### config.mk
export PLATFORM = sky130hd
export DESIGN_NAME = mem_port_arbiter
export DESIGN_NICKNAME = d
export VERILOG_FILES = /design/src/rtl/mem_port_arbiter.sv
export SDC_FILE = /design/constraint.sdc
export NUM_CORES = 1
export LEC_CHECK = 0
export ABC_AREA = 1
export CAP_MARGIN = 20
export CORE_AREA = 4 4 124 150
export CTS_BUF_LIST = sky130_fd_sc_hd__clkbuf_8 sky130_fd_sc_hd__clkbuf_16
export DETAILED_ROUTE_END_ITERATION = 10
export DIE_AREA = 0 0 128 154
export PLACE_DENSITY = 0.81
export SYNTH_ARGS = -nofsm -noshare
export SYNTH_HDL_FRONTEND = slang
export SYNTH_SLANG_ARGS = --single-unit
### constraint.sdc
create_clock -name clk -period 1.6 [get_ports clk]
set_clock_uncertainty 0.1 [all_clocks]
set_input_delay 0.16 -clock clk [delete_from_list [all_inputs] [get_ports clk]]
set_output_delay 0.16 -clock clk [all_outputs]
set_load 0.02 [all_outputs]
### src/rtl/mem_port_arbiter.sv
// Two-requester arbiter (instruction read port, data read/write port) onto one
// shared memory port, with alternating priority on conflict and a response timeout.
module mem_port_arbiter #(
  parameter int ADDR_WIDTH     = 32,
  parameter int DATA_WIDTH     = 32,
  parameter int TIMEOUT_CYCLES = 1024
) (
  input  logic                  clk,
  input  logic                  reset,
  input  logic                  i_read,
  input  logic [ADDR_WIDTH-1:0] i_address,
  output logic [DATA_WIDTH-1:0] i_read_data,
  output logic                  i_response,
  input  logic                  d_read,
  input  logic                  d_write,
  input  logic [ADDR_WIDTH-1:0] d_address,
  input  logic [DATA_WIDTH-1:0] d_write_data,
  output logic [DATA_WIDTH-1:0] d_read_data,
  output logic                  d_response,
  output logic                  m_read,
  output logic                  m_write,
  output logic [ADDR_WIDTH-1:0] m_address,
  output logic [DATA_WIDTH-1:0] m_write_data,
  input  logic [DATA_WIDTH-1:0] m_read_data,
  input  logic                  m_response,
  output logic                  err
);

  // state | meaning
  // IDLE  | no transaction; arbitrate between requesters
  // BUSY  | m_* driven for the granted port, waiting for m_response or timeout
  // RESP  | one-cycle response pulse to the granted port

  localparam int CW = (TIMEOUT_CYCLES > 1) ? $clog2(TIMEOUT_CYCLES) : 1;
  localparam logic [CW-1:0] CNT_LAST = CW'(TIMEOUT_CYCLES - 1);

  typedef enum logic [1:0] {IDLE, BUSY, RESP} state_t;

  state_t        state;
  logic          grant_d;
  logic          last_grant_d;
  logic [CW-1:0] count;
  logic          req_i;
  logic          req_d;
  logic          pick_d;

  assign req_i  = i_read;
  assign req_d  = d_read | d_write;
  // On conflict, the port not granted last time wins
  assign pick_d = req_d & (~req_i | ~last_grant_d);

  always_ff @(posedge clk or negedge reset) begin
    if (!reset) begin
      state        <= IDLE;
      grant_d      <= 1'b0;
      last_grant_d <= 1'b1;
      count        <= '0;
      m_read       <= 1'b0;
      m_write      <= 1'b0;
      m_address    <= '0;
      m_write_data <= '0;
      i_read_data  <= '0;
      d_read_data  <= '0;
      i_response   <= 1'b0;
      d_response   <= 1'b0;
      err          <= 1'b0;
    end else begin
      case (state)
        IDLE: begin
          i_response <= 1'b0;
          d_response <= 1'b0;
          err        <= 1'b0;
          if (req_i || req_d) begin
            grant_d      <= pick_d;
            last_grant_d <= pick_d;
            count        <= '0;
            state        <= BUSY;
            if (pick_d) begin
              m_address    <= d_address;
              m_write_data <= d_write_data;
              m_write      <= d_write;
              m_read       <= ~d_write;
            end else begin
              m_address    <= i_address;
              m_write_data <= '0;
              m_write      <= 1'b0;
              m_read       <= 1'b1;
            end
          end
        end
        BUSY: begin
          if (m_response) begin
            m_read  <= 1'b0;
            m_write <= 1'b0;
            if (m_read) begin
              if (grant_d) d_read_data <= m_read_data;
              else         i_read_data <= m_read_data;
            end
            if (grant_d) d_response <= 1'b1;
            else         i_response <= 1'b1;
            state <= RESP;
          end else if (count == CNT_LAST) begin
            m_read  <= 1'b0;
            m_write <= 1'b0;
            if (grant_d) d_read_data <= {DATA_WIDTH{1'b1}};
            else         i_read_data <= {DATA_WIDTH{1'b1}};
            if (grant_d) d_response <= 1'b1;
            else         i_response <= 1'b1;
            err   <= 1'b1;
            state <= RESP;
          end else begin
            count <= count + 1'b1;
          end
        end
        RESP: begin
          i_response <= 1'b0;
          d_response <= 1'b0;
          err        <= 1'b0;
          count      <= '0;
          state      <= IDLE;
        end
        default: state <= IDLE;
      endcase
    end
  end

endmodule

# Word level (Yosys, flattened, before mapping)
# Index checks and enable logic that the tools add are counted.
dict set report word_totals {
  memories 0
  word_cells 84
  inputBits 134
  out_inout_bits 133
  latchBits 0
  ff_bits 147
  romBits 0
  mem_bits_rw 0
}
dict set report op_classes {
  div_mod_pow 0
  add_sub_neg 1
  bitwise_logic 7
  n_reduce_logical 15
  eq_ne 9
  n_mul 0
  shifts 0
  magnitude_cmp 0
  mux 39
}
# operator n
set op_table {}
lappend op_table {{$mux 32} 12}
lappend op_table {{$mux 10} 3}
lappend op_table {{$pmux 10 s3} 1}
lappend op_table {{$mux 1} 14}
lappend op_table {{$reduce_and 4->1} 3}
lappend op_table {{$add 10x1->10 const B} 1}
lappend op_table {{$eq 10x10->1 const B} 1}
lappend op_table {{$ne 2x2->1 const B} 5}
lappend op_table {{$pmux 1 s2} 5}
lappend op_table {{$mux 2} 3}
lappend op_table {{$reduce_and 2->1} 3}
lappend op_table {{$reduce_and 3->1} 2}
lappend op_table {{$reduce_bool 2->1} 3}
lappend op_table {{$not 1->1} 4}
lappend op_table {{$pmux 2 s2} 1}
lappend op_table {{$ne 3x3->1 const B} 1}
lappend op_table {{$reduce_bool 3->1} 1}
lappend op_table {{$eq 2x1->1 const B} 1}
lappend op_table {{$eq 2x2->1 const B} 1}
lappend op_table {{$logic_not 2->1} 1}
lappend op_table {{$or 1x1->1} 2}
lappend op_table {{$reduce_or 2->1} 1}
lappend op_table {{$and 1x1->1} 1}
lappend op_table {{$logic_or 1x1->1} 1}

# Longest topological paths before layout
# Gate-level depths: netlist (run 1).
dict set report depth {
  ltp_word 6
  ltp_mapped 10
  mapped_depth_nobuf 9
}

# Worst setup path before layout (run 1)
# No wires, ideal clock.
dict set report synth_path {
  path_kind {flip-flop to flip-flop}
  startpoint {register count[0]}
  endpoint {register d_read_data[19]}
  setup_ns 0.117
  arrival_time_ns 1.313
  setup_slack_ns 0.070
  period_less_slack_ns 1.530
  stages_incl_launch_ff 10
  cell_sequence {dfrtp_1 > ha_1 > nand2_1 > nor2_4 > nand3_4 > nand2_4 > nand3_2 > buf_2 > nand2_1 > nand2_1}
}
dict set report synth_via {
  elab_chain_len 3
}
# item line_no
set synth_rtl {}
lappend synth_rtl {{start, declared} 42} ;# logic [CW-1:0] count;
lappend synth_rtl {{start signal, assigned} 112} ;# count <= count + 1'b1;
lappend synth_rtl {{$eq 10x10->1} 102} ;# end else if (count == CNT_LAST) begin
lappend synth_rtl {{$reduce_bool 2->1 (no source line)} n/a}
lappend synth_rtl {{$reduce_and 4->1 (no source line)} n/a}
lappend synth_rtl {{end signal, assigned} 96} ;# if (grant_d) d_read_data <= m_read_data;
lappend synth_rtl {{end signal, assigned} 105} ;# if (grant_d) d_read_data <= {DATA_WIDTH{1'b1}};
lappend synth_rtl {{end, declared} 18} ;# output logic [DATA_WIDTH-1:0] d_read_data,
# No other way between the ends.
# A chain may end at the register's enable or synchronous reset.

# Worst setup path in the final report (run 1)
dict set report layout_path {
  startpoint {register count[1]}
  endpoint {register d_read_data[11]}
}
# Same word-level chain as after synthesis.

==> results of run 1 <==
[what timing repair did]
item / in CTS / in global routing
gates resized for setup: 135 / 29
buffers inserted: 1 / 3
endpoints found under the setup margin: 190 / 77
hold endpoints to repair: 146 / 0
cloned: 0 / 3
hold buffers: 1 / 0
pin swaps: 0 / 5
[stage by stage]
step / power, mW / setup slack, ns / utilization [%]
2_1_floorplan: 11.8 / 0.0696 / -
5_1_grt: 21.7 / -0.153 / 60.4
3_5_place_dp: 17.4 / -0.302 / 56.8
4_1_cts: 20.4 / 0.000984 / 59.5
3_3_place_gp: 17.2 / -0.264 / 56.8
6_report: 20.4 / -0.0331 / 60.4
[routing by layer]
metal / track usage [%] / part of all wire, % / vias to the layer above
li1: - / - / 3086
met1: 24.0 / 38 / 3018
met2: 33.8 / 51 / 265
met3: 6.64 / 8.5 / 31
met4: 7.79 / 2.5 / 0
met5: 0 / 0 / -
[worst reg2reg max path: stages, from the launching register on]
cell	delay (ns)
dfrtp_1	0.35
ha_2	0.18
nand2_2	0.08
nor2_4	0.14
nand3_4	0.13
nand2_8	0.13
nand3_4	0.11
clkbuf_16	0.20
nand2_1	0.08
nand2_1	0.05
[final timing paths]
path	to	slack (ns)	cells past startpoint
min in group clk	m_address[24]	0.18	3
max in group asynchronous	i_read_data[24]	0.68	3
min	i_read_data[9]	0.14	2
min reg2reg	i_read_data[7]	0.36	2
max	d_read_data[11]	-0.03	9
max reg2reg	d_read_data[11]	-0.03	9
[power groups by stage]
stage / clock network, mW / registers [mW] / logic [mW]
final: 4.17 / 6.46 / 9.82
after global routing: 4.42 / 6.68 / 10.7
after CTS: 4.25 / 6.44 / 9.74
after detailed placement: 0 / 6.54 / 10.9
after global placement: 0 / 6.50 / 10.7
after floorplan: 0 / 8.50 / 3.32
[cells in the final DEF, fill, tap and decap left out, drive strengths merged]
cell type,netlist,routed
dfrtp,146,146
inv,18,22
dlygate4sd2,0,133
clkinvlp,0,3
dfstp,1,1
clkinv,0,3
a21oi,66,66
dlygate4sd3,0,1
nand3b,1,1
nand3,14,14
clkbuf,16,20
o21ai,46,46
or2,34,34
bufinv,0,3
o21bai,1,1
ha,1,1
nand2,271,272
nor2,39,39
nand4,66,66
buf,38,47
nor3,1,1
clkdlybuf4s50,0,132
xor2,3,3
a21boi,1,1
[final cells by class]
type                            count  area, µm²
Clock inverter                     13        174
Inverter                           18       67.6
Tap cell                          220        275
Fill cell                        1537       6820
Timing Repair Buffer              315       3130
Clock buffer                       18        439
Sequential cell                   147       3680
Multi-Input combinational cell    545       2650
[logic make-up (layout without fill, tap and decap cells)]
| kind of cell | count (synthesis) | after routing | share of synthesized area (%) |
|---|---|---|---|
| AND/OR/NAND/NOR | 426 | 427 | 29.2 |
| XOR/XNOR | 3 | 3 | 0.399 |
| buffers and inverters | 72 | 364 | 5.49 |
| AO/OA/AOI/OAI | 114 | 114 | 8.86 |
| adder cells (fa/ha/maj) | 1 | 1 | 0.190 |
| flip-flops | 147 | 147 | 55.9 |
[state kept, by name (all words and copies together) (netlist names)]
signal / flops
i_response: 1
m_write_data: 32
err: 1
count: 10
m_address: 32
d_read_data: 32
m_read: 1
i_read_data: 32
d_response: 1
m_write: 1
last_grant_d: 1
state: 2
grant_d: 1
==> reports/metrics.yaml, run 1 <==
status:
  status: "complete, but fails checks"
  violations: "negative setup slack"
global_routing:
  grt_pass1_vias: 6293
  grt.overflow.total: 0
  antenna_found_initial: 0
  grt_max_degree: 68
  grt_pass1_wl_um: 31700
  grt_util_all_layers_pct: 20.2
logic_synthesis:
  syn_inst: 763
  synthArstFlopShare_pct: 100
  ys_warn_count: 0
  synth_seq_area_share_pct: 55.9
  yosysTopAreaCellShare_pct: 55.5
  synth-edff-count: 0
  syn_area_per_cell_um2: 8.63
  synth_common_cells: "nand2_1, dfrtp_1, nand4_1"
  synth_area_um2: 6580
  synth_flop_cell: "dfrtp_1"
  synth.distinct_cells: 30
  syn_nets: 898
  synthTopCellsByArea: "dfrtp_1, nand2_1, nand4_1"
  synth_top_cell_by_area: "dfrtp_1"
  yosys.cell_count.top_type: "nand2_1"
  ys_ff_latch: 147
clocking:
  cts_max_path_buffers: 2
  root_buffer: "clkbuf_16"
  clk_latency_ns: 0.41
  cts_buffers: 17
  cts_tree: "built"
  htree_levels: 4
  clkSinkCount: 147
  cts.clk_slew.worst_paths_ns: 0.06
pwr:
  power_frac_seq_pct: 31.6
  swShare_pct: 42.3
  pwr-share-comb_pct: 48.0
  pwr_density_cell_nw_per_um2: 1960
  leakage_nw: 5.06
  vdd_ir_drop_max_uv: 1050
  internal_power_mw: 11.8
  power.switching_mw: 8.64
  clock_power_share_pct: 20.4
setup_path:
  critical_path_required_ns: 1.81
  crit_family: "simple AND/OR/NAND/NOR gates"
  critPathMaxFanout: 16
  slowest_stage: "dfrtp_1"
  start_kind: "flip-flop"
  critical_path_class: "flip-flop to flip-flop"
  crit-reg2reg-launch: "count[1]"
  crit_buf_inv: 1
  crit_path_end_kind: "flip-flop"
  critical_path.cell_chain: "ha_2 -> nand2_2 -> nor2_4 -> nand3_4 -> nand2_8 -> nand3_4 -> clkbuf_16 -> nand2_1 -> nand2_1"
  max_stage_delay_ns: 0.35
  critPathLaunch: "count[1]"
  cp.arrival_ns: 1.84
sta:
  max_slew.worst_pin.slew_ns: 0.454
  fin_setup_tns_ns: -0.472
  max_clock_freq_mhz: 612
  fin_hold_ws_ns: 0.143
  grt_setup_unrepaired: "true"
  setup_viol: 31
  setup_slack_ns: -0.0331
  post-route-period-util_pct: 102
  final_hold_viol_count: 0
  min_period_ns: 1.63
  drv_slew: 0
  maxSlewHeadroom_pct: 69.8
die:
  die_width_um: 128
  floorplan.initialDensity_pct: 38.2
  core_um2: 17200
  die_y_um: 154
  row_count: 53
  ioPinCount: 267
  die_area_um2: 19700
place:
  hpwl_um: 14600
  dp.cells: 1237
  placed_cell_area_um2: 9790
  io_buffer_count: 266
  place_congestion: 0.862
route:
  via_per_inst: 5.02
  routed-via-count: 6400
  drc: 0
  wire_per_inst_um: 16.2
  drtAntennaViolNets: 0
  first_pass_iters: 5
  wl_um: 20700
  drtIter0Drc: 335
cells_and_area:
  final_cell_area_um2: 10400
  fin_cells: 1276
  diodes: 0
  synthToLayoutAreaGrowth_pct: 58.3
  drive_gt1_share_pct: 13.2
  fin_nets: 1179
job:
  maxCapViolCount: 0
hold_path:
  hold_class: "primary input to asynchronous set/reset pin"
No activity file was read; power rests on OpenSTA's default activity.
==> run 2, diff against run 1 <==
- CORE_AREA: 4 4 124 150 -> 4 4 189 99
- DIE_AREA: 0 0 128 154 -> 0 0 193 103
- PLACE_DENSITY: 0.81 -> 0.82
- SKIP_LAST_GASP: not set -> 1
==> run 2 against run 1 <==
  * The run still ends with negative setup slack left
  * Via count increased by 0.84%
  * Global-route usage increased by 1.0 points
  * Cell count increased by 1.6%
  * Fmax decreased by 1.3%
  * First-iteration DRC count increased by 10%
==> reports/metrics.yaml, run 2 (synthesized netlist as in run 1, its figures left out) <==
route:
  via_per_inst: 4.98
  wire_per_inst_um: 16.6
  drc: 0
  wl_um: 21500
  drtAntennaViolNets: 0
  first_pass_iters: 5
  drtIter0Drc: 369
  routed-via-count: 6454
global_routing:
  grt.overflow.total: 0
  grt_util_all_layers_pct: 21.2
  grt_pass1_vias: 6374
  grt_max_degree: 79
  antenna_found_initial: 0
  grt_pass1_wl_um: 33400
status:
  violations: "negative setup slack"
  status: "complete, but fails checks"
sta:
  maxSlewHeadroom_pct: 69.7
  final_hold_viol_count: 0
  max_clock_freq_mhz: 604
  grt_setup_unrepaired: "true"
  setup_viol: 65
  min_period_ns: 1.66
  post-route-period-util_pct: 103
  fin_hold_ws_ns: 0.198
  drv_slew: 0
  setup_slack_ns: -0.0552
  max_slew.worst_pin.slew_ns: 0.455
  fin_setup_tns_ns: -2.00
setup_path:
  critical_path_required_ns: 1.81
  crit_path_end_kind: "flip-flop"
  critPathMaxFanout: 19
  critical_path_class: "flip-flop to flip-flop"
  start_kind: "flip-flop"
  cp.arrival_ns: 1.86
clocking:
  cts_buffers: 17
  root_buffer: "clkbuf_16"
  clk_latency_ns: 0.41
  clkSinkCount: 147
  htree_levels: 4
  cts_max_path_buffers: 2
  cts_tree: "built"
  cts.clk_slew.worst_paths_ns: 0.06
cells_and_area:
  final_common_cell: "nand2_1"
  drive_gt1_share_pct: 12.7
  fillers: 1479
  diodes: 0
  fin_nets: 1185
  final_cell_mix: "nand2_1, dfrtp_1, dlygate4sd2_1, clkdlybuf4s50_1, nand4_1"
  final_cell_area_um2: 10400
  synthToLayoutAreaGrowth_pct: 57.8
pwr:
  finalPower_mw: 20.5
  power.switching_mw: 8.63
  vdd_ir_drop_max_uv: 967
  power_frac_seq_pct: 31.4
  swShare_pct: 42.0
  pwr-share-comb_pct: 48.0
  pwr_density_cell_nw_per_um2: 1980
  internal_power_mw: 11.9
  clock_power_share_pct: 20.7
  leakage_nw: 5.07
place:
  place_congestion: 0.852
  placed_cell_area_um2: 9770
  io_buffer_count: 266
  hpwl_um: 15600
job:
  maxCapViolCount: 0
die:
  ioPinCount: 267
  die_area_um2: 19900
  core_um2: 17100
  floorplan.initialDensity_pct: 38.6
  die_y_um: 103
  die_width_um: 193
  row_count: 34
hold_path:
  hold_class: "primary input to flip-flop"
[run 2: cell types whose count changed in the layout (fill, tap and decap cells not counted), sizes merged]
cell	delta
buf	+6
inv	-2
bufinv	+1
clkbuf	+1
clkinv	-1
dlygate4sd3	+1
[run 2: power by group through the flow]
stage / Sequential (mW) / Combinational (mW) / Clock (mW)
floorplan: 8.50 / 3.32 / 0
global placement: 6.49 / 10.7 / 0
detailed placement: 6.54 / 10.9 / 0
CTS: 6.44 / 9.78 / 4.33
global route: 6.65 / 10.7 / 4.50
finish: 6.44 / 9.85 / 4.24
[run 2: final cells by class]
| type | instances | area (µm²) | share of cell area (%) |
|---|---|---|---|
| Timing Repair Buffer | 321 | 3090 | 29.8 |
| Inverter | 18 | 67.6 | 0.651 |
| Clock buffer | 20 | 467 | 4.49 |
| Clock inverter | 11 | 160 | 1.54 |
| Sequential cell | 147 | 3680 | 35.4 |
| Multi-Input combinational cell | 545 | 2630 | 25.3 |
| Tap cell | 234 | 293 | 2.82 |
[run 2: through the flow]
stage,setup WS (ns),util (%),std cells
after floorplan,0.0696,-,763
after global placement,-0.117,57.3,1257
after detailed placement,-0.202,57.3,1257
after CTS,-0.0349,60.4,1293
after global routing,-0.140,60.9,1296
final,-0.0552,60.9,1296
[run 2: per-layer routing]
metal	vias to the layer above	track usage, %	routed length [µm]
met1	3097	28.8	9610
met4	0	6.09	329
li1	3091	-	-
met3	27	8.73	2270
met5	-	0	0
met2	239	31.5	9280
[run 2: worst paths after layout]
kind | start | end | slack, ns | cells past startpoint
worst max-delay path | count[0] | d_read_data[25] | -0.06 | 9
worst min-delay path | d_address[1] | m_address[1] | 0.20 | 3
worst max register to register | count[0] | d_read_data[25] | -0.06 | 9
worst min register to register | i_read_data[5] | i_read_data[5] | 0.36 | 2
max in group asynchronous | reset | i_read_data[15] | 0.65 | 3
min in group asynchronous | reset | count[4] | 0.23 | 3
[run 2: what timing repair did]
item / 4_1_cts / 5_1_grt
setup buffers: 3 / 1
endpoints found under the hold margin: 146 / 0
cloned: 0 / 2
hold buffers: 2 / 0
resized for setup: 141 / 18
pin swaps: 0 / 9
endpoints found under the setup margin: 210 / 78
[run 2: worst max-delay path, stage by stage (launching register included)]
cell     delay (ns)
dfrtp_1        0.36
ha_2           0.19
nand2_2        0.07
nor2_4         0.15
nand3_4        0.12
nand2_8        0.13
nand3_2        0.12
buf_12         0.18
nand2_1        0.08
nand2_1        0.05
==> run 3, diff against run 2 <==
- CAP_MARGIN: 20 -> 10
- CTS_CLUSTER_DIAMETER: not set -> 60
- SKIP_CTS_REPAIR_TIMING: not set -> 1
==> run 3 against run 2 <==
  * Non-clock buffer count up 2
  * Largest power group unchanged
  * Clock-buffer cell count unchanged
  * Highest routed layer unchanged
  * The flow still finishes with violations (negative setup slack)
  * Core utilization up 2.9 points
  * Critical path type unchanged
  * Sequential power about the same
  * Clock power about the same
==> reports/metrics.yaml, run 3 (synthesized netlist as in run 1, its figures left out) <==
clocking:
  clk_latency_ns: 0.41
  htree_levels: 4
  clkSinkCount: 147
  cts_tree: "built"
  root_buffer: "clkbuf_16"
  cts_buffers: 17
  cts_max_path_buffers: 2
  cts.clk_slew.worst_paths_ns: 0.06
cells_and_area:
  final_core_util_pct: 63.7
  fillers: 1339
  fin_cells: 1298
  synthToLayoutAreaGrowth_pct: 65.2
  drive_gt1_share_pct: 12.4
  diodes: 0
  final_cell_mix: "nand2_1, dfrtp_1, dlymetal6s2s_1, clkdlybuf4s50_1, nand4_1"
  fin_nets: 1187
  final_common_cell: "nand2_1"
route:
  via_per_inst: 5.00
  drtAntennaViolNets: 0
  wire_per_inst_um: 16.8
  routed-via-count: 6487
  drtIter0Drc: 320
  drc: 0
  wl_um: 21800
  first_pass_iters: 5
place:
  place_congestion: 0.852
  io_buffer_count: 266
  dp.cells: 1257
  pre_cts_ws_ns: -0.202
  hpwl_um: 15600
sta:
  setup_slack_ns: -0.121
  fin_setup_tns_ns: -5.57
  max_clock_freq_mhz: 581
  final_hold_viol_count: 0
  drv_slew: 0
  post-route-period-util_pct: 108
  setup_viol: 73
  max_slew.worst_pin.slew_ns: 0.461
  fin_hold_ws_ns: 0.194
  min_period_ns: 1.72
  maxSlewHeadroom_pct: 69.3
  grt_setup_unrepaired: "true"
pwr:
  vdd_ir_drop_max_uv: 1020
  leakage_nw: 6.27
  pwr_density_cell_nw_per_um2: 1970
setup_path:
  crit_path_end_kind: "flip-flop"
  reg2reg_slack_ns: -0.12
  critPathLaunch: "count[0]"
  slowest_stage: "dfrtp_1"
  crit-reg2reg-launch: "count[0]"
  critical_path.cell_chain: "ha_2 -> nand2_2 -> nor2_4 -> nand3_4 -> nand2_8 -> nand3_4 -> clkbuf_16 -> nand2_1 -> nand2_1"
  cp.arrival_ns: 1.92
  critical_path_class: "flip-flop to flip-flop"
  max_stage_delay_ns: 0.35
  critPathMaxFanout: 16
  critical_path_required_ns: 1.80
  rr_worst_depth: 9
  start_kind: "flip-flop"
die:
  die_area_um2: 19900
  die_y_um: 103
  floorplan.initialDensity_pct: 38.6
  ioPinCount: 267
  core_um2: 17100
  row_count: 34
  die_width_um: 193
job:
  maxCapViolCount: 0
status:
  violations: "negative setup slack"
  status: "complete, but fails checks"
hold_path:
  hold_path_depth: 3
  min_from: "d_address[1]"
  hold_class: "primary input to flip-flop"
global_routing:
  top_usage_layer: "met2"
  grtUsageMet3_pct: 8.76
  use_met2_pct: 31.1
  grt_pass1_vias: 6371
  grt.overflow.total: 0
  grt_util_all_layers_pct: 21.2
  grt_pass1_wl_um: 33300
  use_met1_pct: 28.8
  antenna_found_initial: 0
  grt_max_degree: 79
[run 3: worst paths after layout]
| path | endpoint |
|---|---|
| max | i_read_data[24] |
| min | m_address[1] |
| max reg2reg | i_read_data[24] |
| min reg2reg | i_read_data[5] |
| max in group asynchronous | i_read_data[15] |
| min in group asynchronous | count[4] |
[run 3: critical path, delay by kind of cell, from the launching register on]
family        cells  cell delay [ns]
buf+inv           1             0.20
simple gates      7             0.76
flops             1             0.35
fa+ha+maj         1             0.19
[run 3: where the power goes]
group          leakage [nW]  switching (mW)  internal [mW]
logic                  4.17            6.16           4.58
registers              1.80           0.951           5.50
clock network         0.307            1.54           2.71
[run 3: layout make-up]
class	instances	area [µm²]	area share [%]
Clock buffer	20	467	4.29
Clock inverter	11	160	1.47
Inverter	18	67.6	0.621
Multi-Input combinational cell	545	2610	24.0
Sequential cell	147	3680	33.8
Tap cell	234	293	2.69
Timing Repair Buffer	323	3600	33.1
[run 3: metrics by stage]
step | area [µm²] | total power [mW]
floorplan | 6580 | 11.8
global placement | 9770 | 17.2
detailed placement | 9770 | 17.4
CTS | 10400 | 21.8
global route | 10900 | 22.8
finish | 10900 | 21.4
[run 3: metal layers]
| metal | vias up | routed length, µm |
|---|---|---|
| li1 | 3093 | - |
| met1 | 3110 | 9510 |
| met2 | 262 | 9710 |
| met3 | 22 | 2290 |
| met4 | 0 | 286 |
| met5 | - | 0 |
